**config.mk**
```make
export PLATFORM = sky130hd
export DESIGN_NAME = alarm_beep_seq
export DESIGN_NICKNAME = d
export VERILOG_FILES = /design/src/rtl/alarm_pkg.sv /design/src/rtl/alarm_down_cnt.sv /design/src/rtl/alarm_beep_seq.sv
export SDC_FILE = /design/constraint.sdc
export NUM_CORES = 1
export LEC_CHECK = 0
export ABC_CLOCK_PERIOD_IN_PS = 3500
export CAP_MARGIN = 20
export CORE_MARGIN = 2
export CORE_UTILIZATION = 60
export CTS_BUF_LIST = sky130_fd_sc_hd__clkbuf_2 sky130_fd_sc_hd__clkbuf_4 sky130_fd_sc_hd__clkbuf_8
export CTS_CLUSTER_DIAMETER = 100
export DETAILED_ROUTE_END_ITERATION = 7
export PLACE_DENSITY = 0.87
export SYNTH_ARGS = -nofsm -noshare
export SYNTH_HDL_FRONTEND = slang
export SYNTH_SLANG_ARGS = --single-unit
```
**constraint.sdc**
```tcl
create_clock -name clk -period 3.5 [get_ports clk]
set_input_delay 0.7 -clock clk [delete_from_list [all_inputs] [get_ports clk]]
set_output_delay 0.7 -clock clk [all_outputs]
set_load 0.05 [all_outputs]
```
**src/rtl/alarm_pkg.sv**
```systemverilog
// Shared definitions for the alarm buzzer pattern generator.
package alarm_pkg;

  // Default widths: beep/burst counts and tick-length counts.
  localparam int unsigned CwDefault = 5;
  localparam int unsigned TwDefault = 8;

  // A burst count of this value means repeat until stopped.
  localparam int unsigned InfiniteBursts = 0;

  typedef enum logic [1:0] {
    StIdle = 2'd0,
    StOn   = 2'd1,
    StOff  = 2'd2,
    StGap  = 2'd3
  } state_e;

endpackage

```
**src/rtl/alarm_down_cnt.sv**
```systemverilog
// Loadable down-counter that saturates at 1; flags when it holds exactly 1.
module alarm_down_cnt #(
  parameter int unsigned W = 8
) (
  input  logic         clk,
  input  logic         rst,
  input  logic         load,
  input  logic [W-1:0] load_val,
  input  logic         dec,
  output logic [W-1:0] value,
  output logic         is_one
);

  logic [W-1:0] cnt_q, cnt_d;

  // Load wins over decrement; never step below 1 so active phases cannot underflow.
  always_comb begin
    cnt_d = cnt_q;
    if (load) begin
      cnt_d = load_val;
    end else if (dec && (cnt_q > W'(1))) begin
      cnt_d = cnt_q - W'(1);
    end
  end

  // Counter register.
  always_ff @(posedge clk or posedge rst) begin
    if (rst) begin
      cnt_q <= '0;
    end else begin
      cnt_q <= cnt_d;
    end
  end

  assign value  = cnt_q;
  assign is_one = (cnt_q == W'(1));

endmodule

```
**src/rtl/alarm_beep_seq.sv**
```systemverilog
// Alarm buzzer pattern generator: bursts of beeps with programmable on/off/gap lengths.
module alarm_beep_seq import alarm_pkg::*; #(
  parameter int unsigned CW = CwDefault,
  parameter int unsigned TW = TwDefault
) (
  input  logic          clk,
  input  logic          rst,
  input  logic          tick,
  input  logic          start,
  input  logic          stop,
  input  logic [CW-1:0] beeps,
  input  logic [CW-1:0] bursts,
  input  logic [TW-1:0] on_ticks,
  input  logic [TW-1:0] off_ticks,
  input  logic [TW-1:0] gap_ticks,
  output logic          buzz,
  output logic          busy,
  output logic          burst_done,
  output logic          done
);

  state_e state_q, state_d;
  logic   buzz_q, buzz_d;
  logic   burst_done_q, burst_done_d;
  logic   done_q, done_d;
  logic   cfg_ld;

  // Configuration captured at start; zero lengths/counts are stored as 1.
  logic [TW-1:0] on_q, off_q, gap_q;
  logic [CW-1:0] beeps_q;

  logic          tcnt_ld, tcnt_dec, tcnt_one;
  logic [TW-1:0] tcnt_val, tcnt_unused;
  logic          bcnt_ld, bcnt_dec, bcnt_one;
  logic [CW-1:0] bcnt_val, bcnt_unused;
  logic          rcnt_ld, rcnt_dec, rcnt_one;
  logic [CW-1:0] rcnt;
  logic          infinite;

  // rcnt only ever holds 0 when the pattern was started with bursts == 0.
  assign infinite = (rcnt == CW'(InfiniteBursts));

  alarm_down_cnt #(.W(TW)) u_tcnt (
    .clk      (clk),
    .rst      (rst),
    .load     (tcnt_ld),
    .load_val (tcnt_val),
    .dec      (tcnt_dec),
    .value    (tcnt_unused),
    .is_one   (tcnt_one)
  );

  alarm_down_cnt #(.W(CW)) u_bcnt (
    .clk      (clk),
    .rst      (rst),
    .load     (bcnt_ld),
    .load_val (bcnt_val),
    .dec      (bcnt_dec),
    .value    (bcnt_unused),
    .is_one   (bcnt_one)
  );

  alarm_down_cnt #(.W(CW)) u_rcnt (
    .clk      (clk),
    .rst      (rst),
    .load     (rcnt_ld),
    .load_val (bursts),
    .dec      (rcnt_dec),
    .value    (rcnt),
    .is_one   (rcnt_one)
  );

  // Next-state, counter control and output pulses; stop overrides everything.
  always_comb begin
    state_d      = state_q;
    burst_done_d = 1'b0;
    done_d       = 1'b0;
    cfg_ld       = 1'b0;
    tcnt_ld      = 1'b0;
    tcnt_dec     = 1'b0;
    tcnt_val     = on_q;
    bcnt_ld      = 1'b0;
    bcnt_dec     = 1'b0;
    bcnt_val     = beeps_q;
    rcnt_ld      = 1'b0;
    rcnt_dec     = 1'b0;
    if (stop) begin
      state_d = StIdle;
    end else begin
      unique case (state_q)
        StIdle: begin
          if (start) begin
            state_d  = StOn;
            cfg_ld   = 1'b1;
            tcnt_ld  = 1'b1;
            tcnt_val = (on_ticks == '0) ? TW'(1) : on_ticks;
            bcnt_ld  = 1'b1;
            bcnt_val = (beeps == '0) ? CW'(1) : beeps;
            rcnt_ld  = 1'b1;
          end
        end
        StOn: begin
          if (tick) begin
            if (!tcnt_one) begin
              tcnt_dec = 1'b1;
            end else if (bcnt_one) begin
              state_d      = StGap;
              tcnt_ld      = 1'b1;
              tcnt_val     = gap_q;
              burst_done_d = 1'b1;
            end else begin
              state_d  = StOff;
              tcnt_ld  = 1'b1;
              tcnt_val = off_q;
              bcnt_dec = 1'b1;
            end
          end
        end
        StOff: begin
          if (tick) begin
            if (!tcnt_one) begin
              tcnt_dec = 1'b1;
            end else begin
              state_d = StOn;
              tcnt_ld = 1'b1;
            end
          end
        end
        StGap: begin
          if (tick) begin
            if (!tcnt_one) begin
              tcnt_dec = 1'b1;
            end else if (!infinite && rcnt_one) begin
              state_d = StIdle;
              done_d  = 1'b1;
            end else begin
              state_d  = StOn;
              tcnt_ld  = 1'b1;
              bcnt_ld  = 1'b1;
              rcnt_dec = !infinite;
            end
          end
        end
        default: state_d = StIdle;
      endcase
    end
    buzz_d = (state_d == StOn);
  end

  // State and registered outputs.
  always_ff @(posedge clk or posedge rst) begin
    if (rst) begin
      state_q      <= StIdle;
      buzz_q       <= 1'b0;
      burst_done_q <= 1'b0;
      done_q       <= 1'b0;
    end else begin
      state_q      <= state_d;
      buzz_q       <= buzz_d;
      burst_done_q <= burst_done_d;
      done_q       <= done_d;
    end
  end

  // Configuration latch, written only on an accepted start.
  always_ff @(posedge clk or posedge rst) begin
    if (rst) begin
      on_q    <= '0;
      off_q   <= '0;
      gap_q   <= '0;
      beeps_q <= '0;
    end else if (cfg_ld) begin
      on_q    <= (on_ticks == '0) ? TW'(1) : on_ticks;
      off_q   <= (off_ticks == '0) ? TW'(1) : off_ticks;
      gap_q   <= (gap_ticks == '0) ? TW'(1) : gap_ticks;
      beeps_q <= (beeps == '0) ? CW'(1) : beeps;
    end
  end

  assign buzz       = buzz_q;
  assign busy       = (state_q != StIdle);
  assign burst_done = burst_done_q;
  assign done       = done_q;

endmodule

```
# == After elaboration in Yosys (flattened, before gate mapping) ==
# Index checks and enable logic that the tools add are counted.
# word_totals
reg_bits,52
in_bits,39
output_inout_bits,4
elab_cells,107
# classes
n_addsub,3
magnitude_cmp,3
n_eq_ne,7
n_mux,66
n_reduce_logical,17
# ops
cell,n
two-way mux 8 bit,10
two-way mux 5 bit,8
two-way mux 1 bit,36
zero test 8 bit,3
two-way mux 2 bit,8
one-hot mux 8 bit (2 select lines),1
"== test 5 x 1 -> 1 bit, second input constant",2
"greater-than comparator 5 x 1 -> 1 bit, second input constant",2
zero test 5 bit,2
"subtractor 5 x 1 -> 5 bit, second input constant",2
"== test 8 x 1 -> 1 bit, second input constant",1
"greater-than comparator 8 x 1 -> 1 bit, second input constant",1
one-hot mux 2 bit (4 select lines),1
nonzero test 2 bit,4
"subtractor 8 x 1 -> 8 bit, second input constant",1
"== test 2 x 1 -> 1 bit, second input constant",2
"== test 2 bit, second input constant",2
logical AND 1 bit,4
one-hot mux 1 bit (3 select lines),1
OR reduction 3 bit,1
zero test 2 bit,1
one-hot mux 1 bit (2 select lines),1
OR reduction 2 bit,1
zero test 1 bit,1

# == Longest topological paths before layout ==
# logic_depth
ltp_word,11
depth_mapped,10
mapped_depth_nobuf,7

# == Cells and area by module ==
# A second synthesis with hierarchy kept.
# hier_totals
cells_unflattened,304
area_unflattened_um2,3254.4
# by_module_without_submodules
mod,instances,cells_per_inst,area_each_um2,seq_area_each_um2
alarm_beep_seq,1,166,1988.2,850.8
alarm_down_cnt (u_bcnt ...),2,40,372.9,125.1
alarm_down_cnt (u_tcnt),1,58,520.5,200.2

# == Worst setup path after synthesis ==
# OpenSTA, ideal clock, no wires.
# synth_path
path_type,register to register
start,register state_q[0]
end,"register u_tcnt.cnt_q[3], in the netlist u_tcnt.value[3]"
setup_ps,134
arrival_time_ps,2136
required_time_ps,3366
setup_slack_ps,1230
path_stages_with_launch,10
n_path_buf,2
period_less_slack_ps,2270
path_cell_list,dfrtp_1 > inv_1 > ha_1 > buf_2 > inv_1 > o2111ai_1 > a221o_1 > buf_2 > a221oi_2 > a32oi_1
# synth_between
elab_chain_len,6
elab_cells_between_ends,15
classes_between,eq/ne (3); mux (7); reduce/logical (5)
# synth_lines
item,line,source
from (decl),alarm_beep_seq.sv:22,"state_e state_q, state_d;"
from (signal assigned),alarm_beep_seq.sv:153,state_q <= StIdle;
from (signal assigned),alarm_beep_seq.sv:158,state_q <= state_d;
== test 2 bit / == test 2 x 1 -> 1 bit (equally long branches),alarm_beep_seq.sv:90,unique case (state_q)
OR reduction 3 bit (no source line),n/a,
two-way mux 1 bit,n/a,
two-way mux 1 bit,alarm_beep_seq.sv:87,if (stop) begin
logical AND 1 bit,alarm_down_cnt.sv:21,end else if (dec && (cnt_q > W'(1))) begin
nonzero test 2 bit (no source line),n/a,
to (signal assigned),alarm_down_cnt.sv:31,cnt_q <= cnt_d;
to (decl),alarm_down_cnt.sv:14,"logic [W-1:0] cnt_q, cnt_d;"
# Several ways; a longest one is shown, not always the timed one.
# A chain may end at the register's enable or synchronous reset.

# == Worst setup path in the final report ==
# layout_path
start,register state_q[1]
end,output busy
# layout_between
elab_chain_len,1
# layout_lines
item,line,source
nonzero test 2 bit,alarm_beep_seq.sv:181,assign busy = (state_q != StIdle);
to (decl),alarm_beep_seq.sv:17,"output logic busy,"
# Every way passes these cells.

==> impl_metrics.tcl <==
set metrics [dict create \
    die_h_um 74.7 \
    synth-simple-area-share_pct 14.5 \
    synth_edf_count 0 \
    status "finished clean" \
    p_per_area_nw_per_um2 498 \
    antenna_found_initial 0 \
    pwr-share-seq_pct 47.7 \
    ys.flop_type "dfrtp_1" \
    placed_area_um2 3500 \
    wl_per_cell_um 17.1 \
    cts_setup_buffers 0 \
    n_antenna_cell 0 \
    ctsResizeCount 0 \
    setup-violations-final 0 \
    cts_tree "yes" \
    critical_path_arrival_ns 2.14 \
    pin_count 43 \
    final_core_util_pct 75.9 \
    grt_max_degree 53 \
    hp-class "register to register" \
    fmax_mhz 353 \
    net-switching-power_uw 545 \
    synth_fp_nets 334 \
    power.leakage_nw 1.45 \
    final_nets 376 \
    cts_buffer_depth 2 \
    area_delta_synth_final_pct 21.0 \
    grt_first_pass_wirelength_um 11300 \
    ys_seq_area_share_pct 43.3 \
    synth.distinct_cells 57 \
    drv_cap 0 \
    hpwl_um 4900 \
    crit_path_max_fanout 10 \
    drt_wl_total_um 6710 \
    p_sw_share_pct 30.1 \
    grt.total_usage_pct 26.5 \
    required_ns 2.80 \
    ant_nets 0 \
    combPwrFrac_pct 26.3 \
    clkLatencyLatePin_ns 0.30 \
    netlist_area_um2 3000 \
    period_needed_ns 2.84 \
    clock_power_share_pct 26.0 \
    hold_viol 0 \
    synth_mux_area_share_pct 15.7 \
    cp-startpoint "state_q[1]$_DFF_PP0_" \
    worst_hold_startpoint "off_q[0]$_DFFE_PP0P_" \
    postSynthCellCount 284 \
    synth_compound_area_share_pct 15.5 \
    place.gp.congestion 0.862 \
    initialDrtViolationCount 238 \
    drc 0 \
    avgViaCountPerCell 6.08 \
    reg2reg_from "state_q[1]$_DFF_PP0_" \
    post_route_cells_drive_above_1_share_pct 17.5 \
    slew_violations 0 \
    nFillCells 333 \
    finClkSkew_ns 0.00624 \
    cp-end-kind "primary output" \
    port_buffers 42 \
    postLayoutCellArea_um2 3630 \
    post-route-period-util_pct 81.0 \
    path_clk_slew_ns 0.09 \
    yosysWarnings 0 \
    worstMarginPinSlew_ns 0.646 \
    synth_top_family_by_area "multiplexers" \
    ys_async_sr_fraction_pct 100 \
    total_power_mw 1.81 \
    grt_pass1_vias 2357 \
    ctsHoldBuffers 0 \
    peakVddDrop_v 0.000318 \
    syn_avg_cell_area_um2 10.6 \
    cp-start-kind "register" \
    design.core.area_um2 4790 \
    relSlewSlack_pct 56.9 \
    dieArea_um2 5590 \
    ys_ff_latch 52 \
    die_w_um 74.7 \
    grt_overflow 0 \
    crit_type "register to primary output" \
    cts.sinks 52 \
    vias 2388 \
    rsz0062_at_grt "no" \
    initial_core_util_pct 62.7 \
    cts_htree_levels 2 \
    finalSetupTns_ns 0 \
    drtPass1Iterations 4 \
    row_count 25 \
    cts_root_buf "clkbuf_8" \
    synthAdderAreaFrac_pct 4.58 \
    internal_power_mw 1.27 \
    cts-buffers-inserted 5 \
    synth_xor_xnor_area_share_pct 2.63 \
]
## through the flow
stage,setup slack (ns),hold WS [ns],cells
2_1_floorplan,1.23,0.449,284
3_3_place_gp,0.679,0.466,386
3_5_place_dp,0.653,0.486,386
4_1_cts,0.663,0.507,393
5_1_grt,0.558,0.526,393
6_report,0.664,0.502,393
## sequential cells by signal, summed over array words and instances, names as in the netlist
name and cells:
done 1, beeps_q 5, u_rcnt.value 5, state_q 2
gap_q 8, u_bcnt.value 5, on_q 8, off_q 8
burst_done 1, u_tcnt.value 8, buzz 1
## worst paths after layout
kind                                          endpoint  slack (ns)  depth (start not counted)
setup / recovery                                  busy        0.66                          4
hold / removal                    off_q[0]$_DFFE_PP0P_        0.50                          2
setup reg to reg           u_tcnt.value[4]$_DFFE_PP0P_        0.81                          7
hold reg to reg                   off_q[0]$_DFFE_PP0P_        0.50                          2
max in group asynchronous  u_tcnt.value[3]$_DFFE_PP0P_        2.18                          3
min in group asynchronous         off_q[2]$_DFFE_PP0P_        0.88                          3
## cells in the mapped netlist, types with 2 or more instances
cell type  count  area, um2
ha_1          11        138
buf_2          8       40.0
o21ai_0       11       55.1
nand4_1        3       18.8
nor2_1        16       60.1
nor2b_1        3       18.8
o22a_1         2       17.5
nand2b_1       2       12.5
a21oi_1        8       40.0
a31oi_1        3       18.8
dfrtp_1       52       1300
xnor2_1        4       35.0
xor2_1         5       43.8
o211ai_1       7       52.6
mux2_2        32        360
mux2i_1       10        100
a221oi_1       8       70.1
clkbuf_1       6       22.5
nor4b_1        2       17.5
nor4_1         6       37.5
nor3_1         8       40.0
inv_1         13       48.8
or2_2          2       12.5
a21o_1         2       15.0
o21a_1         2       15.0
a211oi_1       2       15.0
nand2_1       20       75.1
a22oi_1        6       45.0
and3_1         2       12.5
## critical path, stage by stage (launching register included)
cell	delay (ns)
dfrtp_1	0.43
inv_1	0.10
ha_1	0.32
inv_1	0.17
clkdlybuf4s50_1	0.82
## power by group through the flow
stage / Sequential [mW] / Clock [mW] / Combinational [mW]
2_1_floorplan: 0.838 / 0 / 0.342
3_3_place_gp: 0.861 / 0 / 0.453
3_5_place_dp: 0.870 / 0 / 0.471
4_1_cts: 0.860 / 0.477 / 0.476
5_1_grt: 0.878 / 0.506 / 0.525
6_report: 0.863 / 0.472 / 0.476
## logic make-up (layout without fill, tap and decap cells)
logic type | Yosys count | in the layout
XOR/XNOR | 9 | 9
flip-flops | 52 | 52
AND/OR/NAND/NOR | 78 | 78
AO/OA/AOI/OAI | 64 | 64
adder cells (fa/ha/maj) | 11 | 11
buffers and inverters | 27 | 69
multiplexers | 43 | 43
## per-layer routing
layer	global-route usage (%)	vias to the layer above	wire (um)	share of wire, %
met5	0	-	0	0
met4	7.94	0	112	1.7
met3	4.42	13	255	3.8
met2	44.5	63	3370	50
met1	35.5	1171	2970	44
li1	-	1141	-	-
## placed cells by master (no fill, tap or decap), types with 8 or more instances in the layout
master,synthesis,final
mux2_2,32,32
mux2i_1,10,10
ha_1,11,11
dfrtp_1,52,52
clkdlybuf4s50_1,0,42
a21oi_1,8,8
o21ai_0,11,11
nor2_1,16,16
inv_1,13,12
a221oi_1,8,8
nor3_1,8,8
nand2_1,20,20
## final cells by class
type	count	area (um2)	share of cell area [%]
Sequential cell	52	1300	35.8
Inverter	13	48.8	1.34
Clock buffer	5	68.8	1.89
Timing Repair Buffer	49	473	13.0
Tap cell	67	83.8	2.31
Multi-Input combinational cell	205	1600	44.0
Clock inverter	2	60.1	1.65
(Power assumes the default switching activity.)
